## src/rtl/fp_cmp_ctl_pkg.sv

```systemverilog
// Shared types and helpers for the fp_cmp request arbiter.
// FP32 field layout and tag sizing live here.
package fp_cmp_ctl_pkg;

  localparam int MAN_W = 23;
  localparam int EXP_W = 8;

  typedef struct packed {
    logic             sign;
    logic [EXP_W-1:0] exp;
    logic [MAN_W-1:0] man;
  } fp32_t;

  function automatic fp32_t fp_unpack(input logic [31:0] w);
    return fp32_t'(w);
  endfunction

  function automatic logic [31:0] fp_pack(input fp32_t f);
    return 32'(f);
  endfunction

  function automatic int tag_w(input int n);
    return (n > 1) ? $clog2(n) : 1;
  endfunction

endpackage

```

## src/rtl/fp_cmp_tag_fifo.sv

```systemverilog
// In-flight tag FIFO for the fp_cmp arbiter.
// Push and pop may coincide, including when full.
module fp_cmp_tag_fifo #(
  parameter  int W     = 2,
  parameter  int DEPTH = 4,
  localparam int CW    = $clog2(DEPTH + 1),
  localparam int AW    = (DEPTH > 1) ? $clog2(DEPTH) : 1
) (
  input  logic          clk,
  input  logic          rst,
  input  logic          push,
  input  logic [W-1:0]  push_tag,
  input  logic          pop,
  output logic [W-1:0]  pop_tag,
  output logic [CW-1:0] count,
  output logic          empty,
  output logic          full
);

  logic [W-1:0]  mem [DEPTH];
  logic [AW-1:0] wr_ptr;
  logic [AW-1:0] rd_ptr;
  logic          do_push;
  logic          do_pop;

  assign empty   = (count == '0);
  assign full    = (count == CW'(DEPTH));
  assign do_pop  = pop & ~empty;
  assign do_push = push & (~full | do_pop);
  assign pop_tag = mem[rd_ptr];

  always_ff @(posedge clk) begin
    if (do_push) mem[wr_ptr] <= push_tag;
  end

  always_ff @(posedge clk or posedge rst) begin
    if (rst) begin
      wr_ptr <= '0;
      rd_ptr <= '0;
      count  <= '0;
    end else begin
      if (do_push)
        wr_ptr <= (wr_ptr == AW'(DEPTH - 1)) ? '0 : wr_ptr + 1'b1;
      if (do_pop)
        rd_ptr <= (rd_ptr == AW'(DEPTH - 1)) ? '0 : rd_ptr + 1'b1;
      if (do_push && !do_pop)
        count <= count + CW'(1);
      else if (do_pop && !do_push)
        count <= count - CW'(1);
    end
  end

endmodule

```

## src/rtl/fp_cmp_arbiter.sv

```systemverilog
// Round-robin share of one pipelined fp_cmp among NREQ requesters.
// Results return in order and are steered back by a tag FIFO.
module fp_cmp_arbiter
  import fp_cmp_ctl_pkg::*;
#(
  parameter int NREQ         = 4,
  parameter int CMP_LAT      = 2,
  parameter int MAX_INFLIGHT = 4
) (
  input  logic              clk,
  input  logic              rst,
  input  logic              hold,
  input  logic [NREQ-1:0]   req_valid,
  output logic [NREQ-1:0]   req_ready,
  input  logic [NREQ*32-1:0] req_a,
  input  logic [NREQ*32-1:0] req_b,
  output logic              cmp_enable,
  output logic              cmp_src_valid,
  output logic [MAN_W-1:0]  cmp_a_man,
  output logic [EXP_W-1:0]  cmp_a_exp,
  output logic              cmp_a_sign,
  output logic [MAN_W-1:0]  cmp_b_man,
  output logic [EXP_W-1:0]  cmp_b_exp,
  output logic              cmp_b_sign,
  input  logic [MAN_W-1:0]  cmp_r_man,
  input  logic [EXP_W-1:0]  cmp_r_exp,
  input  logic              cmp_r_sign,
  input  logic              cmp_dst_valid,
  output logic [NREQ-1:0]   rsp_valid,
  output logic [31:0]       rsp_data,
  output logic              err_orphan
);

  localparam int TW = tag_w(NREQ);
  localparam int CW = $clog2(MAX_INFLIGHT + 1);

  if (CMP_LAT < 1) begin : g_bad_lat
    $error("CMP_LAT must be at least 1");
  end
  if (MAX_INFLIGHT < 1) begin : g_bad_depth
    $error("MAX_INFLIGHT must be at least 1");
  end

  logic [TW-1:0] ptr;
  logic [TW-1:0] winner;
  logic          found;
  logic          issue_ok;
  logic          xfer;
  logic          pop;
  logic          orphan;
  logic [TW-1:0] pop_tag;
  logic [CW-1:0] count;
  logic          empty;
  logic          full;
  logic [31:0]   sel_a;
  logic [31:0]   sel_b;
  fp32_t         a_q;
  fp32_t         b_q;
  fp32_t         rsp_q;
  int            idx;

  assign cmp_enable = ~hold;
  assign pop        = cmp_dst_valid & cmp_enable & ~empty;
  assign orphan     = cmp_dst_valid & cmp_enable & (count == '0);
  assign issue_ok   = ~rst & ~hold & (~full | pop);
  assign xfer       = issue_ok & found;
  assign req_ready  = xfer ? (NREQ'(1) << winner) : '0;

  // First valid requester at or after ptr, wrapping.
  always_comb begin
    found  = 1'b0;
    winner = '0;
    idx    = 0;
    for (int k = 0; k < NREQ; k++) begin
      idx = int'(ptr) + k;
      if (idx >= NREQ) idx = idx - NREQ;
      if (!found && req_valid[idx]) begin
        found  = 1'b1;
        winner = TW'(idx);
      end
    end
  end

  always_comb begin
    sel_a = '0;
    sel_b = '0;
    for (int i = 0; i < NREQ; i++) begin
      if (winner == TW'(i)) begin
        sel_a = req_a[32*i +: 32];
        sel_b = req_b[32*i +: 32];
      end
    end
  end

  always_ff @(posedge clk or posedge rst) begin
    if (rst) begin
      ptr           <= '0;
      cmp_src_valid <= 1'b0;
      a_q           <= '0;
      b_q           <= '0;
    end else if (!hold) begin
      cmp_src_valid <= xfer;
      if (xfer) begin
        a_q <= fp_unpack(sel_a);
        b_q <= fp_unpack(sel_b);
        ptr <= (winner == TW'(NREQ - 1)) ? '0 : winner + 1'b1;
      end
    end
  end

  assign cmp_a_sign = a_q.sign;
  assign cmp_a_exp  = a_q.exp;
  assign cmp_a_man  = a_q.man;
  assign cmp_b_sign = b_q.sign;
  assign cmp_b_exp  = b_q.exp;
  assign cmp_b_man  = b_q.man;

  fp_cmp_tag_fifo #(
    .W     (TW),
    .DEPTH (MAX_INFLIGHT)
  ) u_tags (
    .clk      (clk),
    .rst      (rst),
    .push     (xfer),
    .push_tag (winner),
    .pop      (pop),
    .pop_tag  (pop_tag),
    .count    (count),
    .empty    (empty),
    .full     (full)
  );

  always_ff @(posedge clk or posedge rst) begin
    if (rst) begin
      rsp_valid  <= '0;
      rsp_q      <= '0;
      err_orphan <= 1'b0;
    end else begin
      rsp_valid <= pop ? (NREQ'(1) << pop_tag) : '0;
      if (pop) rsp_q <= '{sign: cmp_r_sign, exp: cmp_r_exp, man: cmp_r_man};
      if (orphan) err_orphan <= 1'b1;
    end
  end

  assign rsp_data = fp_pack(rsp_q);

endmodule

```

## config.mk

```make
export PLATFORM = sky130hd
export DESIGN_NAME = fp_cmp_arbiter
export DESIGN_NICKNAME = d
export VERILOG_FILES = /design/src/rtl/fp_cmp_ctl_pkg.sv /design/src/rtl/fp_cmp_tag_fifo.sv /design/src/rtl/fp_cmp_arbiter.sv
export SDC_FILE = /design/constraint.sdc
export NUM_CORES = 1
export LEC_CHECK = 0
export BUFFER_PORTS_ARGS = -buffer_cell sky130_fd_sc_hd__buf_4
export CORE_AREA = 2 2 155 157
export DETAILED_ROUTE_END_ITERATION = 16
export DIE_AREA = 0 0 157 159
export PLACE_DENSITY = 0.53
export SYNTH_ARGS = -nofsm -noshare
export SYNTH_HDL_FRONTEND = slang
export SYNTH_SLANG_ARGS = --single-unit
export TNS_END_PERCENT = 30
```

## constraint.sdc

```tcl
create_clock -name clk -period 11.65 [get_ports clk]
set_clock_uncertainty 0.05 [all_clocks]
set_input_delay 2.33 -clock clk [delete_from_list [all_inputs] [get_ports clk]]
set_output_delay 2.33 -clock clk [all_outputs]
set_load 0.01 [all_outputs]
```

==> flow_metrics.env <==
export IMPL_cts_sinks=119
export IMPL_vdd_ir_drop_max_mv=0.09826
export IMPL_track_usage=0.1992
export IMPL_power_frac_comb=0.479
export IMPL_avgSynthCellArea_um2=9.503
export IMPL_required_ns=9.27
export IMPL_nFillCells=2331
export IMPL_die_h_um=159
export IMPL_core_rowCount=56
export IMPL_drive_above_1_share=0.4799
export IMPL_routed_via_density=4.780
export IMPL_path_clk_slew_ns=0.06
export IMPL_relSlewSlack=0.3131
export IMPL_hpwl_mm=18.67
export IMPL_ctsHoldBuffers=0
export IMPL_synth_edf_count=8
export IMPL_grt_max_degree=75
export IMPL_nNetsFinal=1340
export IMPL_yosys_warnings=0
export IMPL_clock_fmax_mhz=146.5
export IMPL_wl_per_cell_um=18.47
export IMPL_cap_violations=0
export IMPL_cts_buffers=17
export IMPL_layout_area_overhead_vs_synth_pct=61.81
export IMPL_io_buffers=402
export IMPL_vias=6525
export IMPL_pre_cts_ws_ns=4.763
export IMPL_routed_wirelength_mm=25.22
export IMPL_tightest_slew_ns=1.030
export IMPL_end_kind="output port"
export IMPL_insertedDiodeCount=0
export IMPL_cts_repair_resize_count=0
export IMPL_finalPower_mw=2.457
export IMPL_antenna_found_initial=1
export IMPL_routabilityCongestion=0.8068
export IMPL_grt_pass1_vias=6480
export IMPL_htree_levels=4
export IMPL_die_width_um=157
export IMPL_start_util=0.2721
export IMPL_ys_flop_type="dfrtp_1"
export IMPL_ys_types=39
export IMPL_seq_power_share=0.287
export IMPL_ys_top_cells_by_area="dfrtp_1 (44%), nand2_1 (7.7%), a211oi_1 (7.3%)"
export IMPL_critPathKind="in2out"
export IMPL_drv_slew=0
export IMPL_postRouteAntennaNets=0
export IMPL_grt_first_pass_wirelength_mm=37.98
export IMPL_regArea_um2=3018
export IMPL_p_int_mw=1.497
export IMPL_clockPowerShare=0.234
export IMPL_hold_class="reg2reg"
export IMPL_timing_hold_ws_ns=0.4208
export IMPL_cp_max_fo=62
export IMPL_die_area_um2=24960
export IMPL_synth_area_um2=6310
export IMPL_ys_async_sr_fraction=0.9328
export IMPL_io_pins=403
export IMPL_synth_seq_area_share=0.4783
export IMPL_cts_root_buffer="clkbuf_16"
export IMPL_synth_top_area_frac=0.4402
export IMPL_status="complete, no violations"
export IMPL_synth_seq_cells=119
export IMPL_synth_most_common_cell="nand2_1"
export IMPL_multiInputGateArea_um2=3030
export IMPL_initialDrtViolationCount=247
export IMPL_design_area_um2=10210
export IMPL_rsz0062_at_grt="false"
export IMPL_crit_path_start_kind="primary input"
export IMPL_place_area_um2=9569
export IMPL_grt_overflow=0
export IMPL_hold_viol_final=0
export IMPL_clk_latency_ns=0.41
export IMPL_p_sw_mw=0.9594
export IMPL_ys_top_cells_by_count="nand2_1 (130), dfrtp_1 (111), nor2_1 (71)"
export IMPL_cts_setup_buffers=0
export IMPL_powerDensity_nw_per_um2=240.6
export IMPL_p_sw_frac=0.3906
export IMPL_synth_fp_nets=971
export IMPL_drc=0
export IMPL_dr_pass1_iters=5
export IMPL_p_leak_nw=4.857
export IMPL_core_area_um2=23190
export IMPL_synth_top_area_cell="dfrtp_1"
export IMPL_cts_tree="yes"
export IMPL_layout_setup_ws_ns=4.824
export IMPL_fin_crit_sh=0.5859
export IMPL_synthesis_instances=664
export IMPL_clockBufferDepth=2
export IMPL_period_needed_ns=6.826
export IMPL_finalSetupTns_ns=0
export IMPL_setup_viol=0
export IMPL_arrival_ns=4.45
## cells by family (layout without fill, tap and decap cells)
kind of cell               Yosys count  after routing  share of synthesized area
AOI/OAI and AO/OA                  200            200                     0.2358
xor gates and xnor gates             3              3                   0.004165
adders and majority gates           11             11                    0.02300
buffers and inverters               71            453                    0.04561
DFF                                119            119                     0.4783
muxes                               39             39                    0.07317
and+or+nand+nor                    221            221                     0.1400
## sequential cells by signal, summed over array words and instances, names as in the netlist
name / cells
rsp_data: 32
cmp_a_man: 23
cmp_b_man: 23
cmp_a_exp: 8
cmp_b_exp: 8
u_tags.mem: 8
rsp_valid: 4
u_tags.count: 3
ptr: 2
u_tags.rd_ptr: 2
u_tags.wr_ptr: 2
cmp_a_sign: 1
cmp_b_sign: 1
cmp_src_valid: 1
err_orphan: 1
## layout by cell type (no fill, tap or decap), drive strengths merged, types with 7 or more instances in the layout
| master | n |
|---|---|
| o22ai | 64 |
| inv | 13 |
| edfxtp | 8 |
| clkbuf | 20 |
| nor2 | 71 |
| a211oi | 61 |
| and2 | 7 |
| o31ai | 63 |
| ha | 10 |
| mux2 | 37 |
| nand2 | 130 |
| dfrtp | 111 |
| buf | 410 |
## power by group through the flow
stage | Clock (mW) | Combinational [mW] | Sequential (mW)
finish | 0.575 | 1.18 | 0.706
CTS | 0.588 | 1.20 | 0.708
global placement | 0 | 1.19 | 0.707
detailed placement | 0 | 1.20 | 0.713
floorplan | 0 | 0.586 | 0.774
global route | 0.605 | 1.29 | 0.730
## final cells by class
cell class | instances | share of cell area
well taps | 319 | 0.03909
flip-flops and latches | 119 | 0.2956
clock buffers | 20 | 0.04681
clock inverters | 12 | 0.01593
repair buffers | 410 | 0.3015
inverters | 11 | 0.004289
multi-input cells | 474 | 0.2968
## critical path, cell delays in order
cell and delay, ns:
buf_4 0.12, nor4b_1 0.35, or4_4 0.66, clkinv_1 0.50
and2_1 0.32, buf_4 0.15
## per-stage QoR
stage                     instances  utilization
after floorplan                 664            -
after global placement         1333       0.4126
after detailed placement       1333       0.4126
after CTS                      1365       0.4402
after global routing           1365       0.4402
final                          1365       0.4402
## per-layer routing
metal	vias up	part of all wire	global-route usage
li1	3176	-	-
met1	3048	0.40	0.2309
met2	278	0.51	0.3509
met3	21	0.082	0.06097
met4	2	0.014	0.05880
met5	-	0.00052	0
## worst paths after layout
kind,startpoint,endpoint,slack [ns],cells past startpoint
min,err_orphan,err_orphan,0.42,1
min in group asynchronous,rst,err_orphan,1.91,2
max,cmp_dst_valid,req_ready[0],4.82,6
min reg2reg,err_orphan,err_orphan,0.42,1
max in group asynchronous,rst,cmp_a_man[22],8.21,3
max reg2reg,ptr[0],cmp_a_man[17],8.13,10
Power figures use the tool's default switching activity.
